$ cat src/rtl/adder_pkg.sv
// Shared constants and FSM state type for the chunked wide adder and the
// register-file write path that consumes its results.
package adder_pkg;

  localparam int ADDER_SIZE   = 4;
  localparam int ADDER_CHUNKS = 4;
  localparam int ADDER_WIDTH  = ADDER_SIZE * ADDER_CHUNKS;

  typedef enum logic [1:0] {
    IDLE = 2'd0,
    RUN  = 2'd1,
    DONE = 2'd2
  } state_e;

endpackage

$ cat src/rtl/chunked_wide_adder_if.sv
// Operand-in / result-out handshake bundle of the chunked wide adder.
interface chunked_wide_adder_if #(
  parameter int WIDTH = adder_pkg::ADDER_WIDTH
);

  logic             in_valid;
  logic             in_ready;
  logic [WIDTH-1:0] a;
  logic [WIDTH-1:0] b;
  logic             out_valid;
  logic             out_ready;
  logic [WIDTH-1:0] sum;
  logic             cout;

  modport master (
    output in_valid, a, b, out_ready,
    input  in_ready, out_valid, sum, cout
  );

  modport slave (
    input  in_valid, a, b, out_ready,
    output in_ready, out_valid, sum, cout
  );

endinterface

$ cat src/rtl/slice_adder.sv
// Combinational SIZE-bit ripple-carry adder built from full-adder cells.
module slice_adder #(
  parameter int SIZE = adder_pkg::ADDER_SIZE
) (
  input  logic [SIZE-1:0] a,
  input  logic [SIZE-1:0] b,
  input  logic            cin,
  output logic [SIZE-1:0] s,
  output logic            cout
);

  logic [SIZE:0] carry;

  assign carry[0] = cin;

  for (genvar i = 0; i < SIZE; i++) begin : g_fa
    assign s[i]       = a[i] ^ b[i] ^ carry[i];
    assign carry[i+1] = (a[i] & b[i]) | (carry[i] & (a[i] ^ b[i]));
  end

  assign cout = carry[SIZE];

endmodule

$ cat src/rtl/chunked_wide_adder.sv
// Multi-cycle wide adder: one SIZE-bit slice reused CHUNKS times, LSB chunk
// first, with carry held in a register between chunks.
module chunked_wide_adder
  import adder_pkg::*;
#(
  parameter int SIZE   = ADDER_SIZE,
  parameter int CHUNKS = ADDER_CHUNKS
) (
  input  logic                 clk,
  input  logic                 rst_n,
  chunked_wide_adder_if.slave  bus
);

  localparam int WIDTH = SIZE * CHUNKS;
  localparam int CNT_W = (CHUNKS > 1) ? $clog2(CHUNKS) : 1;
  localparam logic [CNT_W-1:0] LAST_IDX = CNT_W'(CHUNKS - 1);

  state_e             state_q, state_d;
  logic [CNT_W-1:0]   cnt_q, cnt_d;
  logic               carry_q, carry_d;
  logic [WIDTH-1:0]   a_sh_q, a_sh_d;
  logic [WIDTH-1:0]   b_sh_q, b_sh_d;
  logic [WIDTH-1:0]   sum_q, sum_d;
  logic               cout_q, cout_d;

  logic [SIZE-1:0]    slice_s;
  logic               slice_co;

  slice_adder #(.SIZE(SIZE)) u_slice (
    .a    (a_sh_q[SIZE-1:0]),
    .b    (b_sh_q[SIZE-1:0]),
    .cin  (carry_q),
    .s    (slice_s),
    .cout (slice_co)
  );

  // NOTE: every always_comb output gets a default first so no path leaves it
  // unassigned, which would otherwise infer a latch.
  always_comb begin
    state_d = state_q;
    cnt_d   = cnt_q;
    carry_d = carry_q;
    a_sh_d  = a_sh_q;
    b_sh_d  = b_sh_q;
    sum_d   = sum_q;
    cout_d  = cout_q;

    unique case (state_q)
      IDLE: begin
        if (bus.in_valid) begin
          a_sh_d  = bus.a;
          b_sh_d  = bus.b;
          carry_d = 1'b0;
          cnt_d   = '0;
          sum_d   = '0;
          cout_d  = 1'b0;
          state_d = RUN;
        end
      end
      RUN: begin
        sum_d[SIZE*int'(cnt_q) +: SIZE] = slice_s;
        carry_d = slice_co;
        a_sh_d  = a_sh_q >> SIZE;
        b_sh_d  = b_sh_q >> SIZE;
        cnt_d   = cnt_q + 1'b1;
        if (cnt_q == LAST_IDX) begin
          cout_d  = slice_co;
          state_d = DONE;
        end
      end
      DONE: begin
        if (bus.out_ready) state_d = IDLE;
      end
      default: state_d = IDLE;
    endcase
  end

  // NOTE: sequential state is updated with non-blocking assignments so every
  // register samples the pre-edge values of the others.
  always_ff @(posedge clk or negedge rst_n) begin
    if (!rst_n) begin
      state_q <= IDLE;
      cnt_q   <= '0;
      carry_q <= 1'b0;
      a_sh_q  <= '0;
      b_sh_q  <= '0;
      sum_q   <= '0;
      cout_q  <= 1'b0;
    end else begin
      state_q <= state_d;
      cnt_q   <= cnt_d;
      carry_q <= carry_d;
      a_sh_q  <= a_sh_d;
      b_sh_q  <= b_sh_d;
      sum_q   <= sum_d;
      cout_q  <= cout_d;
    end
  end

  // Handshake outputs decode from state alone: no comb path from in_valid/out_ready.
  assign bus.in_ready  = (state_q == IDLE);
  assign bus.out_valid = (state_q == DONE);
  assign bus.sum       = sum_q;
  assign bus.cout      = cout_q;

endmodule

$ cat src/flat_wrapper.sv
// flat-port wrapper written by rule: the top's interface ports become plain ports
module chunked_wide_adder_flat import adder_pkg::*;
#(
  parameter int SIZE   = ADDER_SIZE,
  parameter int CHUNKS = ADDER_CHUNKS
)
  (clk, rst_n, bus_in_valid, bus_a, bus_b, bus_out_ready, bus_in_ready, bus_out_valid, bus_sum, bus_cout);
  chunked_wide_adder_if #(.WIDTH((16))) bus_i ();
  input  logic clk;
  input  logic rst_n;
  input wire logic [$bits(bus_i.in_valid)-1:0] bus_in_valid;
  input wire logic [$bits(bus_i.a)-1:0] bus_a;
  input wire logic [$bits(bus_i.b)-1:0] bus_b;
  input wire logic [$bits(bus_i.out_ready)-1:0] bus_out_ready;
  output wire logic [$bits(bus_i.in_ready)-1:0] bus_in_ready;
  output wire logic [$bits(bus_i.out_valid)-1:0] bus_out_valid;
  output wire logic [$bits(bus_i.sum)-1:0] bus_sum;
  output wire logic [$bits(bus_i.cout)-1:0] bus_cout;
  assign bus_i.in_valid = bus_in_valid;
  assign bus_i.a = bus_a;
  assign bus_i.b = bus_b;
  assign bus_i.out_ready = bus_out_ready;
  assign bus_in_ready = bus_i.in_ready;
  assign bus_out_valid = bus_i.out_valid;
  assign bus_sum = bus_i.sum;
  assign bus_cout = bus_i.cout;
  chunked_wide_adder #(.SIZE(SIZE), .CHUNKS(CHUNKS)) u_core (.clk(clk), .rst_n(rst_n), .bus(bus_i));
endmodule
$ cat config.mk
export PLATFORM = sky130hd
export DESIGN_NAME = chunked_wide_adder_flat
export DESIGN_NICKNAME = d
export VERILOG_FILES = /design/src/rtl/adder_pkg.sv /design/src/rtl/chunked_wide_adder_if.sv /design/src/rtl/slice_adder.sv /design/src/rtl/chunked_wide_adder.sv /design/src/flat_wrapper.sv
export SDC_FILE = /design/constraint.sdc
export NUM_CORES = 1
export LEC_CHECK = 0
export BUFFER_PORTS_ARGS = -buffer_cell sky130_fd_sc_hd__buf_2
export CELL_PAD_IN_SITES_DETAIL_PLACEMENT = 2
export CELL_PAD_IN_SITES_GLOBAL_PLACEMENT = 2
export CORE_ASPECT_RATIO = 0.8
export CORE_MARGIN = 2
export CORE_UTILIZATION = 30
export CTS_BUF_LIST = sky130_fd_sc_hd__clkbuf_8 sky130_fd_sc_hd__clkbuf_16
export CTS_CLUSTER_DIAMETER = 50
export DETAILED_ROUTE_END_ITERATION = 12
export PLACE_DENSITY_LB_ADDON = 0.1
export SYNTH_ARGS = -nofsm -noshare
export SYNTH_HDL_FRONTEND = slang
export SYNTH_SLANG_ARGS = --single-unit
$ cat constraint.sdc
create_clock -name clk -period 4.1 [get_ports clk]
set_input_delay 0.82 -clock clk [delete_from_list [all_inputs] [get_ports clk]]
set_output_delay 0.82 -clock clk [all_outputs]
set_load 0.005 [all_outputs]
==> results.py <==
metrics = {
    "logic_synthesis": {
        "yosysTopAreaCell": "dfrtp_1",
        "syn_area_per_cell_um2": 10.5,
        "ys_types": 27,
        "yosys-top-cells-count": "dfrtp_1, nand2_1, o21ai_1, inv_1, mux2i_1",
        "synthesis.nets": 296,
        "synth.most_common_cell": "dfrtp_1",
        "netlist.area_leader.share_pct": 50.8,
        "yosys_warnings": 0,
        "synth_enable_flop_cells": 0,
        "synth_seq_area_share_pct": 50.8,
        "synth-async-reset-ratio_pct": 100,
        "synth-main-ff-cell": "dfrtp_1",
        "synth-seq-cells": 54,
        "synth_cells": 252,
        "synthTopCellsByArea": "dfrtp_1, mux2i_1, o21ai_1",
        "synth_area_mm2": 0.00266,
    },
    "timing": {
        "whs_ns": 0.497,
        "fin_worst_skew_ns": 0.00848,
        "fmax_mhz": 409,
        "tightest_slew_ns": 1.14,
        "hold_violations": 0,
        "worst_slack_ns": 1.65,
        "post-route-period-util_pct": 59.7,
        "finalSetupViolCount": 0,
        "rsz0062_at_grt": "no",
        "tns_ns": 0,
        "slew_headroom_pct": 23.7,
        "final_max_slew_viol_count": 0,
        "min_period_ns": 2.45,
    },
    "layout": {
        "finalInstanceArea_mm2": 0.00309,
        "final_core_util_pct": 36.1,
        "drive_above_1_share_pct": 23.9,
        "area_delta_synth_final_pct": 16.2,
        "num_antenna_cells": 0,
        "nets": 344,
    },
    "floorplan": {
        "start_util_pct": 31.1,
        "dieArea_mm2": 0.00963,
        "die_h_um": 88.2,
        "io_pins": 55,
        "die_x_um": 109,
        "placementRows": 30,
        "fp.coreArea_mm2": 0.00856,
    },
    "global_routing": {
        "grt_pass1_wl_um": 11800,
        "grt_use_total_pct": 16.1,
        "grt_pass1_vias": 2221,
        "antenna_found_initial": 0,
        "overflow": 0,
        "grt_max_degree": 53,
    },
    "route": {
        "viasPerCell": 4.84,
        "drc": 0,
        "drt-initial-drc-count": 27,
        "drt_pass1_iterations": 4,
        "wire_per_inst_um": 16.9,
        "ant_nets": 0,
        "via_count": 2000,
        "routed_wl_um": 6990,
    },
    "worst_setup_path": {
        "required_ns": 4.26,
        "path_max_fanout": 22,
        "cp.arrival_ns": 2.61,
        "worstSetupStartpointType": "flip-flop",
        "crit_path_end_kind": "flip-flop",
        "crit_type": "flip-flop to flip-flop",
    },
    "pwr": {
        "clkPwrFrac_pct": 15.3,
        "p_seq_share_pct": 38.1,
        "power.switching_mw": 1.06,
        "ir_worst_vdd_uv": 236,
        "p_int_mw": 1.42,
        "power_density_mw_per_mm2": 803,
        "p_comb_share_pct": 46.6,
        "cellLeakagePower_nw": 1.53,
        "netSwitchingFraction_pct": 42.8,
    },
    "placed_design": {
        "dp_worst_setup_slack_ns": 1.61,
        "placed_cell_area_mm2": 0.00297,
        "gp_congestion": 0.705,
        "hpwlAfterDp_um": 5060,
        "port_buffers": 54,
    },
    "worst_hold_path": {
        "min_path_type": "flip-flop to flip-flop",
    },
    "run": {
        "maxCapViolCount": 0,
    },
    "cts": {
        "tritoncts": "done",
        "clkSinkCount": 54,
        "cts-htree-levels": 2,
        "cts_buffers": 5,
        "postCtsSetupRepairBufs": 0,
        "hold_buffers": 0,
        "cts_max_path_buffers": 2,
        "clk_pin_slew_worst_paths_ns": 0.10,
        "clk-insertion-delay-late_ns": 0.31,
        "ctsResizeCount": 0,
        "clock-root-buffer": "clkbuf_8",
    },
    "run_status": {
        "outcome": "finished clean",
    },
}
[metal layers]
layer	share of wire (%)	wire [um]	GRT usage, %	vias up
met2	46	3210	26.8	38
li1	-	-	-	940
met1	49	3430	21.8	1013
met3	3.8	263	3.42	9
met4	1.2	81	3.57	0
met5	0	0	0	-
[cell type report]
type / count / area (um^2)
multi-input combinational: 158 / 1100
fill: 944 / 5470
clock buffer: 5 / 68.8
tap: 112 / 140
inverter: 25 / 93.8
sequential: 54 / 1350
clock inverter: 3 / 47.5
timing repair buffer: 56 / 285
[metrics by stage]
step | total power [mW] | cells
5_1_grt | 2.72 | 413
3_3_place_gp | 2.11 | 405
6_report | 2.48 | 413
3_5_place_dp | 2.15 | 405
4_1_cts | 2.54 | 413
2_1_floorplan | 1.82 | 252
[power groups by stage]
stage	logic [mW]	registers [mW]	clock network, mW
final	1.16	0.945	0.379
after global routing	1.33	0.984	0.414
after CTS	1.20	0.951	0.396
after detailed placement	1.19	0.958	0
after global placement	1.16	0.945	0
after floorplan	0.951	0.872	0
[critical path, stage by stage (launching register included)]
cell     delay, ns
dfrtp_1       0.79
nor2b_4       0.87
buf_4         0.35
mux2i_1       0.22
o21ai_1       0.07
[flip-flops by register name, indices dropped and copies added, names as in the netlist]
register and cells:
u_core.cnt_q 2, u_core.state_q 2, u_core.a_sh_q 16, u_core.bus.cout 1, u_core.bus.sum 16, u_core.carry_q 1
u_core.b_sh_q 16
[kinds of logic (layout without fill, tap and decap cells)]
logic type	after synthesis	in the layout	share of synthesized area [%]
AOI/OAI and AO/OA	66	66	14.3
DFF	54	54	50.8
buffers and inverters	40	89	7.96
adders and majority gates	8	8	4.90
muxes	25	25	9.60
and+or+nand+nor	59	59	12.4
[cell usage in the layout (no fill, tap or decap), types with 11 or more instances in the layout]
cell type  synthesis  layout
buf_2              6      54
o22ai_1           12      12
nor2b_1           11      11
dfrtp_1           54      54
inv_1             25      25
o21ai_1           28      28
mux2i_1           24      24
nand2_1           37      37
a21oi_1           12      12
[final timing paths]
| check | cells after the start | to | slack [ns] | from |
|---|---|---|---|---|
| min reg2reg | 2 | u_core.b_sh_q[9] | 0.50 | u_core.b_sh_q[9] |
| min | 2 | u_core.b_sh_q[9] | 0.50 | u_core.b_sh_q[9] |
| min in group asynchronous | 1 | u_core.a_sh_q[5] | 0.63 | rst_n |
| max reg2reg | 4 | u_core.b_sh_q[3] | 1.65 | u_core.state_q[0] |
| max in group asynchronous | 2 | u_core.b_sh_q[1] | 2.70 | rst_n |
| max | 4 | u_core.b_sh_q[3] | 1.65 | u_core.state_q[0] |
Note: power is estimated with default switching activity, not from simulation.
